--- config.mk ---
export PLATFORM = sky130hd
export DESIGN_NAME = pe_operand_feeder
export DESIGN_NICKNAME = d
export VERILOG_FILES = /design/src/rtl/pe_operand_feeder.sv
export SDC_FILE = /design/constraint.sdc
export NUM_CORES = 1
export LEC_CHECK = 0
export BUFFER_PORTS_ARGS = -buffer_cell sky130_fd_sc_hd__buf_2
export CORE_AREA = 8 8 184 186
export CTS_CLUSTER_SIZE = 8
export DETAILED_ROUTE_END_ITERATION = 6
export DIE_AREA = 0 0 192 194
export GPL_ROUTABILITY_DRIVEN = 1
export GPL_TIMING_DRIVEN = 1
export PLACE_DENSITY = 0.61
export SETUP_SLACK_MARGIN = 0.05
export SLEW_MARGIN = 20
export SYNTH_ARGS = -nofsm -noshare
export SYNTH_HDL_FRONTEND = slang
export SYNTH_SLANG_ARGS = --single-unit
--- constraint.sdc ---
create_clock -name clk -period 7.22 [get_ports clk]
set_clock_uncertainty 0.2 [all_clocks]
set_input_delay 1.444 -clock clk [delete_from_list [all_inputs] [get_ports clk]]
set_output_delay 1.444 -clock clk [all_outputs]
set_load 0.05 [all_outputs]
--- src/rtl/pe_operand_feeder.sv ---
// Operand feeder for a 4-lane dot-product PE: holds 4x4 matrices A and B and streams
// row(A)/column(B) operand sets in row-major order. The optional stall input is enabled by PE_FEEDER_STALL_EN.
module pe_operand_feeder #(
    parameter int DATA_W     = 8,
    parameter int PE_LATENCY = 4
) (
    input  logic              clk,
    input  logic              rst,
    input  logic              wr_en,
    input  logic              wr_sel,
    input  logic [1:0]        wr_row,
    input  logic [1:0]        wr_col,
    input  logic [DATA_W-1:0] wr_data,
    input  logic              start,
`ifdef PE_FEEDER_STALL_EN
    input  logic              stall,
`endif
    output logic              busy,
    output logic              done,
    output logic [DATA_W-1:0] a1,
    output logic [DATA_W-1:0] a2,
    output logic [DATA_W-1:0] a3,
    output logic [DATA_W-1:0] a4,
    output logic [DATA_W-1:0] b1,
    output logic [DATA_W-1:0] b2,
    output logic [DATA_W-1:0] b3,
    output logic [DATA_W-1:0] b4,
    output logic              issue_valid,
    output logic [1:0]        issue_row,
    output logic [1:0]        issue_col,
    output logic              res_valid,
    output logic [1:0]        res_row,
    output logic [1:0]        res_col
);

    typedef enum logic [1:0] {IDLE, RUN, DRAIN} state_t;

    typedef struct packed {
        logic       valid;
        logic [1:0] row;
        logic [1:0] col;
    } tag_t;

    logic [DATA_W-1:0] mat_a [4][4];
    logic [DATA_W-1:0] mat_b [4][4];

    state_t            state;
    logic [3:0]        cnt;
    logic [3:0]        sel_idx;
    logic [DATA_W-1:0] nxt_a [4];
    logic [DATA_W-1:0] nxt_b [4];
    logic              stall_run;

    tag_t              pipe [PE_LATENCY];
    tag_t              issue_tag;
    tag_t              pre_res;

`ifdef PE_FEEDER_STALL_EN
    assign stall_run = stall;
`else
    assign stall_run = 1'b0;
`endif

    // The matrices are plain flops, so a synchronous clear is legal here.
    // NOTE: a RAM-inferred array must never sit in a reset branch; only register arrays may be cleared.
    always_ff @(posedge clk) begin
        if (!rst) begin
            for (int r = 0; r < 4; r++) begin
                for (int c = 0; c < 4; c++) begin
                    mat_a[r][c] <= '0;
                    mat_b[r][c] <= '0;
                end
            end
        end else if (wr_en && !busy) begin
            if (wr_sel) mat_b[wr_row][wr_col] <= wr_data;
            else        mat_a[wr_row][wr_col] <= wr_data;
        end
    end

    // Index of the operand set loaded at the coming edge: 0 on job start, else the successor.
    // NOTE: every signal written in always_comb gets a value on every path, so no latch is inferred.
    always_comb begin
        sel_idx = (state == IDLE) ? 4'd0 : cnt + 4'd1;
        for (int k = 0; k < 4; k++) begin
            nxt_a[k] = mat_a[sel_idx[3:2]][k];
            nxt_b[k] = mat_b[k][sel_idx[1:0]];
        end
    end

    // NOTE: sequential state uses non-blocking assignments only, so all flops update from pre-edge values.
    always_ff @(posedge clk) begin
        if (!rst) begin
            state       <= IDLE;
            cnt         <= '0;
            busy        <= 1'b0;
            done        <= 1'b0;
            issue_valid <= 1'b0;
            issue_row   <= '0;
            issue_col   <= '0;
            {a1, a2, a3, a4} <= '0;
            {b1, b2, b3, b4} <= '0;
        end else begin
            issue_valid <= 1'b0;
            issue_row   <= '0;
            issue_col   <= '0;
            {a1, a2, a3, a4} <= '0;
            {b1, b2, b3, b4} <= '0;
            done <= (state != IDLE) && pre_res.valid && (pre_res.row == 2'd3) && (pre_res.col == 2'd3);

            case (state)
                IDLE: begin
                    if (start) begin
                        state       <= RUN;
                        busy        <= 1'b1;
                        cnt         <= 4'd0;
                        issue_valid <= 1'b1;
                        issue_row   <= sel_idx[3:2];
                        issue_col   <= sel_idx[1:0];
                        {a1, a2, a3, a4} <= {nxt_a[0], nxt_a[1], nxt_a[2], nxt_a[3]};
                        {b1, b2, b3, b4} <= {nxt_b[0], nxt_b[1], nxt_b[2], nxt_b[3]};
                    end
                end
                RUN: begin
                    // cnt holds the index on the outputs; it stops at 15 instead of wrapping.
                    if (cnt == 4'd15) begin
                        state <= DRAIN;
                    end else if (!stall_run) begin
                        cnt         <= sel_idx;
                        issue_valid <= 1'b1;
                        issue_row   <= sel_idx[3:2];
                        issue_col   <= sel_idx[1:0];
                        {a1, a2, a3, a4} <= {nxt_a[0], nxt_a[1], nxt_a[2], nxt_a[3]};
                        {b1, b2, b3, b4} <= {nxt_b[0], nxt_b[1], nxt_b[2], nxt_b[3]};
                    end
                end
                DRAIN: begin
                    if (done) begin
                        state <= IDLE;
                        busy  <= 1'b0;
                    end
                end
                default: begin
                    state <= IDLE;
                    busy  <= 1'b0;
                end
            endcase
        end
    end

    assign issue_tag = {issue_valid, issue_row, issue_col};

    always_ff @(posedge clk) begin
        if (!rst) begin
            for (int k = 0; k < PE_LATENCY; k++) pipe[k] <= '0;
        end else begin
            pipe[0] <= issue_tag;
            for (int k = 1; k < PE_LATENCY; k++) pipe[k] <= pipe[k-1];
        end
    end

    // pre_res is the tag that reaches the res outputs at the next edge; done is registered from it.
    generate
        if (PE_LATENCY == 1) begin : g_lat1
            assign pre_res = issue_tag;
        end else begin : g_latn
            assign pre_res = pipe[PE_LATENCY-2];
        end
    endgenerate

    assign {res_valid, res_row, res_col} = pipe[PE_LATENCY-1];

endmodule

---- Yosys cells after proc, flatten, opt, wreduce, memory -nomap -nowiden ----
Memories as Yosys holds them, arrays and structs flattened.
Cells that the tools add are included.
cells by class
  mux-type cells .......................... 78
  bitwise gates (word level) .............. 7
  add/subtract/negate cells ............... 1
  reduce and logical (&&, ||, !) cells .... 14
  eq/ne operators ......................... 9
  magnitude comparators ................... 3
operators by type and width
  operator                                                   count
  two-way mux 8 bit                                          25
  two-way mux 32 bit                                         6
  case mux 8 bit (2 select lines)                            8
  binary-select mux 8 bit (select 2 bit)                     4
  OR reduction 32 bit                                        2
  two-way mux 5 bit                                          4
  two-way mux 2 bit                                          9
  demux 8 bit (select 2 bit)                                 1
  two-way mux 1 bit                                          12
  two-way mux 4 bit                                          3
  AND reduction 3 bit                                        3
  inequality test 2 bit (second input constant)              4
  case mux 2 bit (2 select lines)                            2
  case mux 4 bit (2 select lines)                            1
  == test 2 bit (second input constant)                      3
  greater-or-equal comparator 3 bit (second input constant)  2
  inverter 2 -> 3 bit                                        2
  case mux 2 bit (3 select lines)                            1
  logical AND 1 bit                                          5
  adder 4 x 1 -> 4 bit (second input constant)               1
  == test 4 bit (second input constant)                      1
  bitwise OR 1 bit                                           4
  nonzero test 2 bit                                         2
  < comparator 3 x 1 -> 1 bit (second input constant)        1
  other kinds (6)                                            6
storage, ports and cells
  output and inout bits ................... 76
  input port bits ......................... 17
  RAM bits ................................ 276
  memories ................................ 3
  logic and storage cells ................. 130
  register bits after elaboration ......... 77
memories
  memory  words  width  rd ports  clocked after memory_dff  write ports  RTL line  text
  mat_a   4      32     1         0                         4            44        logic [DATA_W-1:0] mat_a [4][4];
  mat_b   4      32     4         0                         4            45        logic [DATA_W-1:0] mat_b [4][4];
  pipe    4      5      4         0                         4            54        tag_t pipe [PE_LATENCY];

---- Logic depth before layout (Yosys ltp) ----
  word-level depth ........................ 8
  depth in mapped cells ................... 7
  mapped depth without buffers ............ 5

---- Worst setup path after synthesis ----
Ideal clock, no wire load.
  kind .................................... input port to flip-flop
  start point ............................. input rst
  end point ............................... memory mat_b[3][16] (netlist name), enable pin
  arrival ................................. 2.774 ns
  buffers on the path ..................... 2
  data required time ...................... 6.636 ns
  setup time .............................. 0.384 ns
  stages .................................. 5
  slack ................................... 3.862 ns
  path through ............................ buf_2 > and3_1 > clkbuf_1 > nand3_1 > o21ai_0
RTL lines
  element             RTL line  text
  start: declaration  8         input logic rst,
  end: declaration    45

==> flow_summary.ini <==
[outcome]
status = finished clean

[synth]
synth_area_um2 = 14000
synth-seq-cells = 353
synth_fp_nets = 1116
synth_edf_count = 256
synthCells = 1098
synth-async-reset-ratio = 0
avgSynthCellArea_um2 = 12.8
ys.flop_type = edfxtp_1
ys_types = 40
yosysWarnings = 0
seq_area_frac_synth = 0.686

[worst_setup_path]
slowest_delay_ns = 0.97
critPathMaxFanout = 55
slowest_stage = o21ai_0
start_kind = primary input
cp.required_ns = 7.19
worst_ep_arrival_time_ns = 3.84
path_class = in2reg
crit_chain = buf_2, buf_4, nand2_1, nor2_1, nand2_2, o21ai_0
critPathCaptureType = flop

[placement]
hpwlAfterDp_mm = 22.3
gp_congestion = 0.828
portBuffers = 92
place_inst = 1529

[timing]
setup-tns-final_ns = 0
rsz0062_at_grt = no
drv_slew = 0
min_period_over_period = 0.536
finalSetupViolCount = 0
slew_headroom = 0.256
worstMarginPinSlew_ns = 1.10
min_period_ns = 3.87
hold_viol_final = 0
fmax_ghz = 0.258

[route]
firstDrtPassIters = 6
drc_errors = 0
wl_mm = 35.5
vias = 8845
postRouteAntennaNets = 0
via_per_inst = 5.45
post_drt_wl_per_cell_um = 21.9
drtIter0Drc = 864

[final_layout]
fin_cells = 1622
num_antenna_cells = 0
areaGrowthSynthToFinish_pct = 15.7
fin_util = 0.523
drive_above_1_share = 0.195
fin_nets = 1197

[clocking]
clk_path_buf_depth = 3
clk_pin_slew_worst_paths_ns = 0.05
clock_latency_ns = 0.56
htree_levels = 2
cts_tree = done
clkSinkCount = 353
cts_hold_buf = 0
postCtsSetupRepairBufs = 0
post_cts_resized = 0
clock-root-buffer = clkbuf_16
numCtsBuffers = 50

[floorplanning]
die_height_um = 194
rows = 65
core_um2 = 31100
io_pins = 93
initial_utilization = 0.452
die_area_um2 = 37200
die_w_um = 192

[run]
maxCapViolations = 0

[min_path]
hp-class = reg2reg

[global_route]
grt_pass1_vias = 8588
grt_overflow_total = 0
grtUsageTotal = 0.189
grt_max_degree = 101
antenna_found_initial = 1
grt_pass1_wl_mm = 53.0

[power]
p_total_w = 0.00475
ir_drop_mv = 0.156
p_leak_nw = 5.63
p_per_area_nw_per_um2 = 293
-- state kept, by name (all words and copies together) (netlist names) --
name	count
b3	8
mat_a	128
a3	8
mat_b	128
a4	8
done	1
cnt	4
state	2
pipe	20
issue_row	2
busy	1
a1	8
issue_valid	1
b4	8
b2	8
issue_col	2
a2	8
b1	8
-- path summary, 6_finish.rpt --
kind	from	to	slack, ns	depth (start not counted)
max	rst	mat_b[1][12]	3.35	6
min	pipe[1][0]	pipe[2][0]	0.23	1
max reg2reg	cnt[0]	a3[4]	3.69	7
min reg2reg	pipe[1][0]	pipe[2][0]	0.23	1
-- logic make-up (layout without fill, tap and decap cells) --
group	after synthesis	after routing	synth area share
compound gates	172	172	0.0926
buf+inv	83	205	0.0261
simple gates	390	390	0.120
flops	353	353	0.686
fa+ha+maj	1	1	0.000892
xor+xnor	1	1	0.000624
mux	98	98	0.0732
-- power by group --
part,leakage [nW],switching [W],internal (W)
clock network,0.689,0.000844,0.00131
logic,1.49,0.000250,0.0000766
registers,3.45,0.0000278,0.00225
-- cell type report --
class / instances / area (um2)
fill: 2691 / 14800
clock buffer: 89 / 1400
tap: 402 / 503
sequential: 353 / 9630
clock inverter: 4 / 63.8
multi-input combinational: 662 / 4050
inverter: 4 / 15.0
timing repair buffer: 108 / 581
-- cell usage after synthesis (20+ instances only) --
library cell / instances / area, um2
mux2_2: 33 / 372
o22ai_2: 29 / 363
and2_1: 21 / 131
o21ai_0: 34 / 170
clkbuf_1: 55 / 206
nand2_1: 44 / 165
dfxtp_1: 97 / 1940
mux2i_1: 64 / 641
o221ai_1: 32 / 280
o31ai_1: 32 / 240
a21oi_1: 37 / 185
nor2_1: 264 / 991
nand2b_1: 36 / 225
edfxtp_1: 256 / 7690
buf_2: 20 / 100
-- critical path: cells and delay by family --
| kind | cells | cell delay (ns) |
|---|---|---|
| buf+inv | 2 | 0.57 |
| compound gates | 1 | 0.97 |
| simple gates | 3 | 0.80 |
-- placed cells by master (no fill, tap or decap), types with 2 or more instances in the layout --
master,netlist,layout
nor2_1,264,263
edfxtp_1,256,256
dfxtp_1,97,96
buf_2,20,92
mux2i_1,64,64
clkbuf_16,0,50
nand2_1,44,42
clkbuf_1,55,39
a21oi_1,37,37
nand2b_1,36,36
mux2_2,33,33
o31ai_1,32,32
o221ai_1,32,32
o22ai_2,29,29
and2_1,21,21
o21ai_0,34,18
o21ai_1,0,16
buf_4,0,16
nor3_1,4,4
nand3_1,4,4
nor2b_1,3,3
inv_2,2,3
o22ai_1,3,3
or2_2,2,2
and3_1,2,2
nor3b_1,2,2
nand2_2,0,2
o21bai_1,2,2
inv_16,0,2
-- metrics by stage --
step | cell area, um2 | worst slack, ns | hold slack, ns
5_1_grt | 16200 | 3.10 | 0.253
2_1_floorplan | 14000 | 3.86 | 0.212
3_5_place_dp | 14800 | 2.43 | 0.219
3_3_place_gp | 14800 | 2.57 | 0.215
6_report | 16200 | 3.35 | 0.231
4_1_cts | 16200 | 3.02 | 0.232
-- metal layers --
metal  global-route usage  share of wire  wire length (um)
met3               0.0448          0.080              2840
met1                0.261           0.44             15700
met5                    0        0.00037                13
met4               0.0843          0.042              1500
met2                0.278           0.44             15500
(Power assumes the default switching activity.)
